==> config.mk <==
export PLATFORM = sky130hd
export DESIGN_NAME = fetch_stage_ss
export DESIGN_NICKNAME = d
export VERILOG_FILES = /design/src/rtl/fetch_stage_ss.sv
export SDC_FILE = /design/constraint.sdc
export NUM_CORES = 1
export LEC_CHECK = 0
export ABC_AREA = 1
export CORE_MARGIN = 1.5
export CORE_UTILIZATION = 40
export CTS_BUF_LIST = sky130_fd_sc_hd__clkbuf_4 sky130_fd_sc_hd__clkbuf_8
export CTS_CLUSTER_DIAMETER = 60
export DETAILED_ROUTE_END_ITERATION = 8
export GPL_TIMING_DRIVEN = 1
export PLACE_DENSITY = 0.67
export SETUP_SLACK_MARGIN = 0.3
export SYNTH_ARGS = -nofsm -noshare
export SYNTH_HDL_FRONTEND = slang
export SYNTH_SLANG_ARGS = --single-unit
==> constraint.sdc <==
create_clock -name clock -period 19.05 [get_ports clock]
set_clock_uncertainty 0.1 [all_clocks]
set_input_delay 4.7625 -clock clock [delete_from_list [all_inputs] [get_ports clock]]
set_output_delay 4.7625 -clock clock [all_outputs]
set_load 0.01 [all_outputs]
==> src/rtl/fetch_stage_ss.sv <==
// fetch_stage_ss: superscalar fetch stage, 64-bit line requests to I-memory
// feeding a line-wide fetch queue that drains into the instruction buffer.
//
// Ports:
//   clock, reset        clock and synchronous active-high reset
//   if_stall            hold off new memory requests
//   redirect_valid/pc   squash queued and in-flight fetches, refetch at pc
//   proc2Imem_req/addr  line request, held until Imem2proc_gnt
//   Imem2proc_valid/data  in-order line responses
//   ib_ready            IB takes the head packet this cycle
//   fq_valid/inst/pc/npc  head packet, one slot per fetched instruction
`ifndef XLEN
`define XLEN 32
`endif
`ifndef NOP
`define NOP 32'h00000013
`endif

module fetch_stage_ss #(
   parameter int FETCH_WIDTH     = 2,
   parameter int FQ_DEPTH        = 4,
   parameter int MAX_OUTSTANDING = 2
) (
   input  logic                           clock,
   input  logic                           reset,
   input  logic                           if_stall,
   input  logic                           redirect_valid,
   input  logic [`XLEN-1:0]               redirect_pc,
   output logic                           proc2Imem_req,
   output logic [`XLEN-1:0]               proc2Imem_addr,
   input  logic                           Imem2proc_gnt,
   input  logic                           Imem2proc_valid,
   input  logic [63:0]                    Imem2proc_data,
   input  logic                           ib_ready,
   output logic [FETCH_WIDTH-1:0]         fq_valid,
   output logic [32*FETCH_WIDTH-1:0]      fq_inst,
   output logic [`XLEN*FETCH_WIDTH-1:0]   fq_pc,
   output logic [`XLEN*FETCH_WIDTH-1:0]   fq_npc
);

   localparam int W   = FETCH_WIDTH;
   localparam int XW  = `XLEN;
   localparam int QPW = (FQ_DEPTH > 1) ? $clog2(FQ_DEPTH) : 1;
   localparam int MPW = (MAX_OUTSTANDING > 1) ? $clog2(MAX_OUTSTANDING) : 1;
   localparam int QCW = $clog2(FQ_DEPTH + 1);
   localparam int MCW = $clog2(MAX_OUTSTANDING + 1);
   localparam int SW  = ((QCW > MCW) ? QCW : MCW) + 1;

   logic [XW-1:0]              fetch_pc;
   logic [XW-1:0]              next_pc;

   logic [XW-1:0]              meta_pc [MAX_OUTSTANDING];
   logic [MAX_OUTSTANDING-1:0] meta_kill;
   logic [MPW-1:0]             meta_wp;
   logic [MPW-1:0]             meta_rp;
   logic [MCW-1:0]             meta_cnt;

   logic [W-1:0]               fq_v_mem  [FQ_DEPTH];
   logic [32*W-1:0]            fq_i_mem  [FQ_DEPTH];
   logic [XW-1:0]              fq_pc_mem [FQ_DEPTH];
   logic [QPW-1:0]             fq_wp;
   logic [QPW-1:0]             fq_rp;
   logic [QCW-1:0]             fq_cnt;

   logic                       issue;
   logic                       resp;
   logic                       fq_push;
   logic                       fq_pop;
   logic                       fq_nonempty;
   logic                       credit_ok;
   logic [XW-1:0]              head_pc;
   logic                       head_kill;
   logic [W-1:0]               ext_v;
   logic [32*W-1:0]            ext_i;
   logic [XW-1:0]              ext_base;

   function automatic logic [MPW-1:0] m_inc(input logic [MPW-1:0] p);
      return (p == MPW'(MAX_OUTSTANDING - 1)) ? '0 : p + 1'b1;
   endfunction

   function automatic logic [QPW-1:0] q_inc(input logic [QPW-1:0] p);
      return (p == QPW'(FQ_DEPTH - 1)) ? '0 : p + 1'b1;
   endfunction

   // Killed in-flight lines still hold a credit, so the FQ can
   // always absorb every response that is not dropped.
   assign credit_ok = (SW'(meta_cnt) + SW'(fq_cnt)) < SW'(FQ_DEPTH);

   assign proc2Imem_req = !reset && !if_stall && !redirect_valid
                       && (meta_cnt < MCW'(MAX_OUTSTANDING))
                       && credit_ok;
   assign proc2Imem_addr = fetch_pc & ~XW'(7);

   assign issue     = proc2Imem_req && Imem2proc_gnt;
   assign resp      = Imem2proc_valid && (meta_cnt != '0);
   assign head_pc   = meta_pc[meta_rp];
   assign head_kill = meta_kill[meta_rp];
   assign fq_push   = resp && !head_kill && !redirect_valid;

   assign fq_nonempty = (fq_cnt != '0);
   assign fq_valid    = fq_nonempty ? fq_v_mem[fq_rp] : '0;
   assign fq_pop      = ib_ready && (|fq_valid);

   generate
      if (W == 2) begin : g_w2
         // A fetch entering mid-line skips the lower word.
         assign next_pc  = (fetch_pc & ~XW'(7)) + XW'(8);
         assign ext_v    = {1'b1, ~head_pc[2]};
         assign ext_i    = Imem2proc_data;
         assign ext_base = head_pc & ~XW'(7);
      end else begin : g_w1
         assign next_pc  = fetch_pc + XW'(4);
         assign ext_v    = 1'b1;
         assign ext_i    = head_pc[2] ? Imem2proc_data[63:32]
                                      : Imem2proc_data[31:0];
         assign ext_base = head_pc;
      end
   endgenerate

   for (genvar i = 0; i < W; i++) begin : g_slot
      assign fq_inst[32*i +: 32] = fq_valid[i]
                                 ? fq_i_mem[fq_rp][32*i +: 32]
                                 : `NOP;
      assign fq_pc[XW*i +: XW]   = fq_nonempty
                                 ? fq_pc_mem[fq_rp] + XW'(4*i)
                                 : '0;
      assign fq_npc[XW*i +: XW]  = fq_nonempty
                                 ? fq_pc_mem[fq_rp] + XW'(4*i + 4)
                                 : '0;
   end

   always_ff @(posedge clock) begin
      if (reset) begin
         fetch_pc  <= '0;
         meta_kill <= '0;
         meta_wp   <= '0;
         meta_rp   <= '0;
         meta_cnt  <= '0;
         fq_wp     <= '0;
         fq_rp     <= '0;
         fq_cnt    <= '0;
      end else begin
         if (redirect_valid)
            fetch_pc <= redirect_pc;
         else if (issue)
            fetch_pc <= next_pc;

         if (issue) begin
            meta_pc[meta_wp] <= fetch_pc;
            meta_wp          <= m_inc(meta_wp);
         end
         // Marking free slots too is harmless: a push clears its own bit.
         if (redirect_valid)
            meta_kill <= '1;
         else if (issue)
            meta_kill[meta_wp] <= 1'b0;
         if (resp)
            meta_rp <= m_inc(meta_rp);
         meta_cnt <= meta_cnt + MCW'(issue) - MCW'(resp);

         if (redirect_valid) begin
            fq_wp  <= '0;
            fq_rp  <= '0;
            fq_cnt <= '0;
         end else begin
            if (fq_push) begin
               fq_v_mem[fq_wp]  <= ext_v;
               fq_i_mem[fq_wp]  <= ext_i;
               fq_pc_mem[fq_wp] <= ext_base;
               fq_wp            <= q_inc(fq_wp);
            end
            if (fq_pop)
               fq_rp <= q_inc(fq_rp);
            fq_cnt <= fq_cnt + QCW'(fq_push) - QCW'(fq_pop);
         end
      end
   end

   a_resp_has_meta: assert property (
      @(posedge clock) disable iff (reset)
      Imem2proc_valid |-> meta_cnt != '0);

endmodule

==> reports/results.ini, run 1 <==
[synth]
synth_top_area_frac=0.603
synth_edf_count=436
synth_area_leaders=edfxtp_1, nand2_1, nor2_1
yosys_register_bits=482
synthesis.area_um2=21700
async_flop_share=0
synth_flop_cell=edfxtp_1
synth_cells=2066
yosysWarnings=0
avgSynthCellArea_um2=10.5
yosysSeqAreaShare=0.645
ys_types=48
yosys.area.top_type=edfxtp_1

[drt]
drc_errors=0
dr.pass1.iters=7
routed_wl_um=55200
vias=15444
ant_nets=0
drt_iter0_drc=1063
via_per_inst=5.06
wl_per_cell_um=18.1

[worst_hold_path]
holdPathStages=2
hold_class=reg2reg

[power_and_ir_drop]
p_leak_nw=9.39
peakVddDrop_mv=0.0701
finalPower_mw=2.37
p_per_area_nw_per_um2=90.1

[setup_path]
crit_buf_inv=2
critPathTopFamily=buffers and inverters
critical_path_required_ns=14.19
cp-start-kind=input pin
critical_path_arrival_ns=6.98
worst_path_most_repeated_cell=clkdlybuf4s50_1
end_kind=output port
ff2ff_path_depth=13
path_cells=clkdlybuf4s50_1 > nor2_4 > nand2_1 > nor2_2 > clkdlybuf4s50_1
path_class=in2out
critical-path-max-stage-delay_ns=0.95
cp.depth=5
crit_fanout=27
cp_slowest_cell=clkdlybuf4s50_1

[sta]
setup_viol=0
worstMarginPinSlew_ns=1.02
finalSetupTns_ns=0
hold_violations=0
rsz0062_at_grt=false
final_max_slew_viol_count=0
min_period_ns=11.85
fmax_mhz=84.4
maxSlewHeadroom=0.319
period_share=0.622
whs_ns=0.371

[global_route]
antenna_found_initial=1
overflow=0
grt_pass1_vias=14997
grt_usage=0.195
grt_max_degree=97
grt_pass1_wl_um=83800

[final_layout]
layout-drive-gt1-share=0.0997
final_cell_mix=edfxtp_1, nand2_1, nor2_1
area_growth_pct=21.0
fin_nets=2412
stdcell_count=3054
final_common_cell=edfxtp_1
final_cell_area_um2=26300

[placed_design]
io_buffers=314
dp_hpwl_um=34900
routabilityCongestion=0.879
dpl_cell_area_um2=24700
placed_cells=2911

[clock_network]
path_clk_slew_ns=0.06
root_buffer=clkbuf_8
cts.sinks=482
h-tree-depth=3
clk_path_buf_depth=3
cts-resized-gates=0
clock_latency_ns=0.67
numCtsBuffers=79
cts_tree=yes
ctsHoldBuffers=0
cts_setup_buffers=0

[die]
die_height_um=236
fp.dieW_um=236
ioPinCount=330
die_area_um2=55700
initial_utilization=0.405
rows=85
core_area_um2=53700

[job]
drv_cap=0

[outcome]
outcome=completed

per-stage QoR:
step / setup WS [ns] / util
6_report: 7.20 / 0.489
5_1_grt: 7.02 / 0.489
4_1_cts: 7.17 / 0.489
3_5_place_dp: 7.18 / 0.460
3_3_place_gp: 7.24 / 0.460
2_1_floorplan: 8.89 / -
cell families after synthesis:
kind of cell	count (synthesis)	synth area share
AND/OR/NAND/NOR	963	0.183
flip-flops	482	0.645
buffers and inverters	282	0.0740
AO/OA/AOI/OAI	275	0.0666
multiplexers	31	0.0159
XOR/XNOR	19	0.00766
adder cells (fa/ha/maj)	13	0.00783
other	1	0.000173
cells in the mapped netlist, drive strengths merged (11+ instances only):
cell / instances
nor2: 400
nand3: 101
mux2: 29
clkbuf: 34
buf: 162
o21ai: 153
a21oi: 97
edfxtp: 436
xor2: 12
nor3: 11
ha: 12
dfxtp: 46
nand4: 12
inv: 85
nand2: 433
path summary, 6_finish.rpt:
path         slack [ns]           start            end
max                7.20  redirect_valid  proc2Imem_req
min                0.37    meta_kill[0]   meta_kill[0]
min reg2reg        0.37    meta_kill[0]   meta_kill[0]
max reg2reg       15.44       fq_cnt[1]      fq_cnt[2]
power breakdown:
part / internal, mW / switching, mW
Sequential: 1.19 / 0.0169
Combinational: 0.117 / 0.155
Clock: 0.492 / 0.397
metal layers:
layer,wire length [um],vias up,track usage
li1,-,7385,-
met1,23300,7371,0.254
met2,26200,601,0.319
met3,4480,87,0.0458
met4,1270,0,0.0647
met5,0,-,0
worst reg2reg max path, cell delays in order (launching register included):
cell and delay [ns]:
dfxtp_1 0.35, nor3_4 0.19, buf_4 0.69, inv_1 0.11
buf_4 0.29, nand2_1 0.25, inv_1 0.14, ha_1 0.29
inv_1 0.04, ha_1 0.19, fa_1 0.38, xnor2_1 0.21
xor2_1 0.18, nor2_1 0.07
registers in the layout (all words and copies together), names as in the netlist, named ones only:
signal and cells:
fq_pc_mem 116, meta_cnt 2, meta_pc 60, fq_v_mem 4
meta_rp 1, meta_kill 2, fq_i_mem 256, fq_cnt 3
fetch_pc 30, fq_wp 2, meta_wp 1, fq_rp 2
final cells by class:
type,instances,area (um^2)
Tap cell,696,871
Multi-Input combinational cell,1314,6200
Sequential cell,482,14000
Fill cell,4729,27400
Clock buffer,111,1370
Timing Repair Buffer,333,3290
Inverter,86,328
Clock inverter,31,214
Antenna cell,1,2.50
(Power assumes the default switching activity.)
==> inputs of run 2 (changes only) <==
Clock period 19.05 ns to 12.3 ns, I/O delays scaled along.
==> reports/results.ini, run 2 (same netlist as run 1, synthesis figures left out) <==
[sta]
fmax_mhz=117
worstMarginPinSlew_ns=1.03
maxSlewHeadroom=0.310
whs_ns=0.362
min_period_ns=8.51
setup_viol=0
final_max_slew_viol_count=0
hold_violations=0
period_share=0.692
finalSetupTns_ns=0
rsz0062_at_grt=false
fin_ws_ns=3.79

[clock_network]
clock_latency_ns=0.64
clk_path_buf_depth=3
path_clk_slew_ns=0.06
cts_setup_buffers=0
cts_tree=yes
ctsHoldBuffers=0
cts-resized-gates=0
cts.sinks=482
root_buffer=clkbuf_8
h-tree-depth=3
numCtsBuffers=80

[power_and_ir_drop]
finalPower_mw=3.70
peakVddDrop_mv=0.0777
p_leak_nw=9.40
p_per_area_nw_per_um2=141

[final_layout]
top_regs=fq_i_mem x256, fq_pc_mem x116, meta_pc x60
layout-drive-gt1-share=0.0980
final_common_cell=edfxtp_1
num-fill-cells=4743
largest-register=fq_i_mem
largest_register_ffs=256
final_cell_mix=edfxtp_1, nand2_1, nor2_1
fin_nets=2414
area_growth_pct=21.1

[setup_path]
reg2reg_slack_ns=8.66
critical_path_arrival_ns=5.34
crit_fanout=27
cp-start-kind=input pin
path_class=in2out
critical_path_required_ns=9.12
end_kind=output port

[placed_design]
io_buffers=314
dp_hpwl_um=34900
routabilityCongestion=0.872
pre_cts_ws_ns=3.78

[die]
core_area_um2=53700
initial_utilization=0.405
ioPinCount=330
rows=85
die_area_um2=55700
fp.dieW_um=236
die_height_um=236

[drt]
routed_wl_um=55200
drc_errors=0
ant_nets=0
drt_iter0_drc=1196
dr.pass1.iters=7
wl_per_cell_um=18.1
via_per_inst=5.04
vias=15393

[global_route]
grt_usage=0.194
antenna_found_initial=2
grt_max_degree=99
grt_pass1_vias=15030
overflow=0
grt_pass1_wl_um=83400

[worst_hold_path]
hold_class=reg2reg

[job]
drv_cap=0

[outcome]
outcome=completed

-- run 2: cell count changes in the layout (fill, tap and decap cells not counted), moves of 2 or more --
cell,previous run,this run
clkinv_1,16,19
clkbuf_4,26,21
clkinv_2,8,6
bufinv_16,2,4
clkbuf_8,85,82
inv_8,0,2
-- run 2: routing by layer --
metal,share of wire,GRT usage
met3,0.069,0.0403
met4,0.027,0.0751
met2,0.47,0.318
met5,0.00029,0
met1,0.43,0.253
-- run 2: power by group --
group / leakage [nW] / switching, mW / internal, mW
sequential: 4.31 / 0.0266 / 1.84
combinational: 4.25 / 0.242 / 0.182
clock: 0.834 / 0.633 / 0.776
total: 9.40 / 0.901 / 2.80
-- run 2: final timing paths --
| path | start | to | cells past startpoint |
|---|---|---|---|
| worst min-delay path | meta_kill[1] | meta_kill[1] | 2 |
| worst max register to register | meta_cnt[1] | fq_i_mem[1][2] | 6 |
| worst min register to register | meta_kill[1] | meta_kill[1] | 2 |
| worst max-delay path | redirect_valid | proc2Imem_req | 5 |
-- run 2: per-stage QoR --
step           utilization  std cells  area, um^2
6_report             0.490       3053       26300
2_1_floorplan            -       2078       21800
5_1_grt              0.490       3052       26300
3_3_place_gp         0.460       2912       24700
3_5_place_dp         0.460       2912       24700
4_1_cts              0.490       3052       26300
-- run 2: critical path: stages --
cell	delay, ns
clkdlybuf4s50_1	0.95
nor2_4	0.44
nand2_1	0.10
nor2_2	0.16
clkdlybuf4s50_1	0.60
-- run 2: area by class of cell --
cell class                 count  area, um^2  share of cell area
sequential                   482       14000               0.533
multi-input combinational   1314        6200               0.236
inverter                      86         328              0.0125
timing repair buffer         334        3290               0.125
clock inverter                37         314              0.0119
clock buffer                 103        1290              0.0489
tap                          696         871              0.0331
antenna                        1        2.50           0.0000951
==> inputs of run 3 (changes only) <==
Clock period 12.3 ns to 8.3 ns, I/O delays scaled along.
==> reports/results.ini, run 3 (same netlist as run 1, synthesis figures left out) <==
[clock_network]
cts_setup_buffers=0
clock_latency_ns=0.63
cts_tree=yes
root_buffer=clkbuf_8
numCtsBuffers=77
cts-resized-gates=0
path_clk_slew_ns=0.06
ctsHoldBuffers=0
clk_path_buf_depth=3
cts.sinks=482
h-tree-depth=3

[die]
core_area_um2=53700
die_height_um=236
rows=85
ioPinCount=330
fp.dieW_um=236
die_area_um2=55700
initial_utilization=0.405

[setup_path]
end_kind=output port
cp-start-kind=flip-flop
crit_fanout=119
critical_path_arrival_ns=5.05
path_class=reg2out
critical_path_required_ns=6.12

[final_layout]
largest-register=fq_i_mem
multiInputGateArea_um2=6200
area_growth_pct=20.9
largest_register_ffs=256
seq_area_um2=14000
top_regs=fq_i_mem x256, fq_pc_mem x116, meta_pc x60
layout-drive-gt1-share=0.100
final_common_cell=edfxtp_1
num-fill-cells=4723
fin_nets=2411
final_cell_mix=edfxtp_1, nand2_1, nor2_1

[power_and_ir_drop]
combPwrFrac=0.117
clkPwrFrac=0.368
seq_power_share=0.515
p_leak_nw=9.38
peakVddDrop_mv=0.120
p_sw_frac=0.244
p_int_mw=4.07
p_sw_mw=1.31
p_per_area_nw_per_um2=205

[sta]
period_share=0.871
fmax_mhz=138
setup_viol=0
final_max_slew_viol_count=0
rsz0062_at_grt=false
min_period_ns=7.23
hold_violations=0
worstMarginPinSlew_ns=1.17
maxSlewHeadroom=0.223
finalSetupTns_ns=0
whs_ns=0.383

[placed_design]
dp_hpwl_um=34700
routabilityCongestion=0.865
io_buffers=314

[drt]
drt_iter0_drc=1107
ant_nets=0
drc_errors=0
wl_per_cell_um=17.9
via_per_inst=5.02
routed_wl_um=54700
dr.pass1.iters=5
vias=15335

[outcome]
outcome=completed

[worst_hold_path]
hold_class=reg2reg

[global_route]
grt_usage=0.194
grt_max_degree=120
grt_pass1_wl_um=83500
antenna_found_initial=4
overflow=0
grt_pass1_vias=15164

[job]
drv_cap=0

-- run 3: cell types whose count changed in the layout (fill, tap and decap cells not counted) --
cell        before  now
buf_12           0    3
clkinv_4         1    0
clkinv_8         1    2
bufinv_16        4    1
clkinvlp_4       2    3
clkbuf_8        82   80
clkbuf_4        21   28
buf_4           20   17
clkinv_2         6   10
inv_6            2    0
clkinv_1        19   13
-- run 3: worst paths after layout --
kind / from / slack [ns] / endpoint / cells after the start
setup / recovery: flip-flop / 1.07 / fq_npc[57] / 15
hold / removal: meta_kill[0] / 0.38 / meta_kill[0] / 2
setup reg to reg: fq_cnt[1] / 4.78 / fq_cnt[2] / 13
hold reg to reg: meta_kill[0] / 0.38 / meta_kill[0] / 2
-- run 3: through the flow --
step / utilization / setup WS (ns) / instance area (um^2) / total power, mW / instances
after global placement: 0.461 / 1.84 / 24700 / 3.44 / 2912
after detailed placement: 0.461 / 1.78 / 24700 / 3.45 / 2912
after floorplan: - / 0.989 / 21800 / 3.18 / 2078
after global routing: 0.489 / 0.668 / 26300 / 5.60 / 3051
after CTS: 0.489 / 1.09 / 26300 / 5.44 / 3051
final: 0.489 / 1.07 / 26300 / 5.38 / 3052
-- run 3: cell type report --
type                    count  area share
diodes                      1   0.0000952
clock buffers             108      0.0499
clock inverters            31     0.00833
inverters                  86      0.0125
multi-input cells        1314       0.236
flip-flops and latches    482       0.533
well taps                 696      0.0331
repair buffers            334       0.127
-- run 3: power groups by stage --
stage	logic, mW	clock network (mW)	registers (mW)
floorplan	0.365	0	2.81
global placement	0.616	0	2.82
detailed placement	0.627	0	2.82
CTS	0.631	2.03	2.77
global route	0.683	2.14	2.78
finish	0.628	1.98	2.77
-- run 3: layer usage --
layer  part of all wire  track usage  up-vias
li1                   -            -     7393
met1               0.43        0.252     7312
met2               0.47        0.319      537
met3              0.079       0.0454       87
met4              0.023       0.0690        6
met5            0.00064            0        -
-- run 3: worst max-delay path, stage by stage, from the launching register on --
cell and delay, ns:
dfxtp_4 0.52, inv_4 0.90, buf_4 0.73, nand2_1 0.17, nand2_1 0.11, nand2_1 0.07, nand2_2 0.12, nand2_2 0.08
nor2_1 0.10, nand2_1 0.07, nor2_1 0.23, nand2_1 0.09, nand2_1 0.07, inv_1 0.04, nor2_1 0.37, clkdlybuf4s50_1 0.65
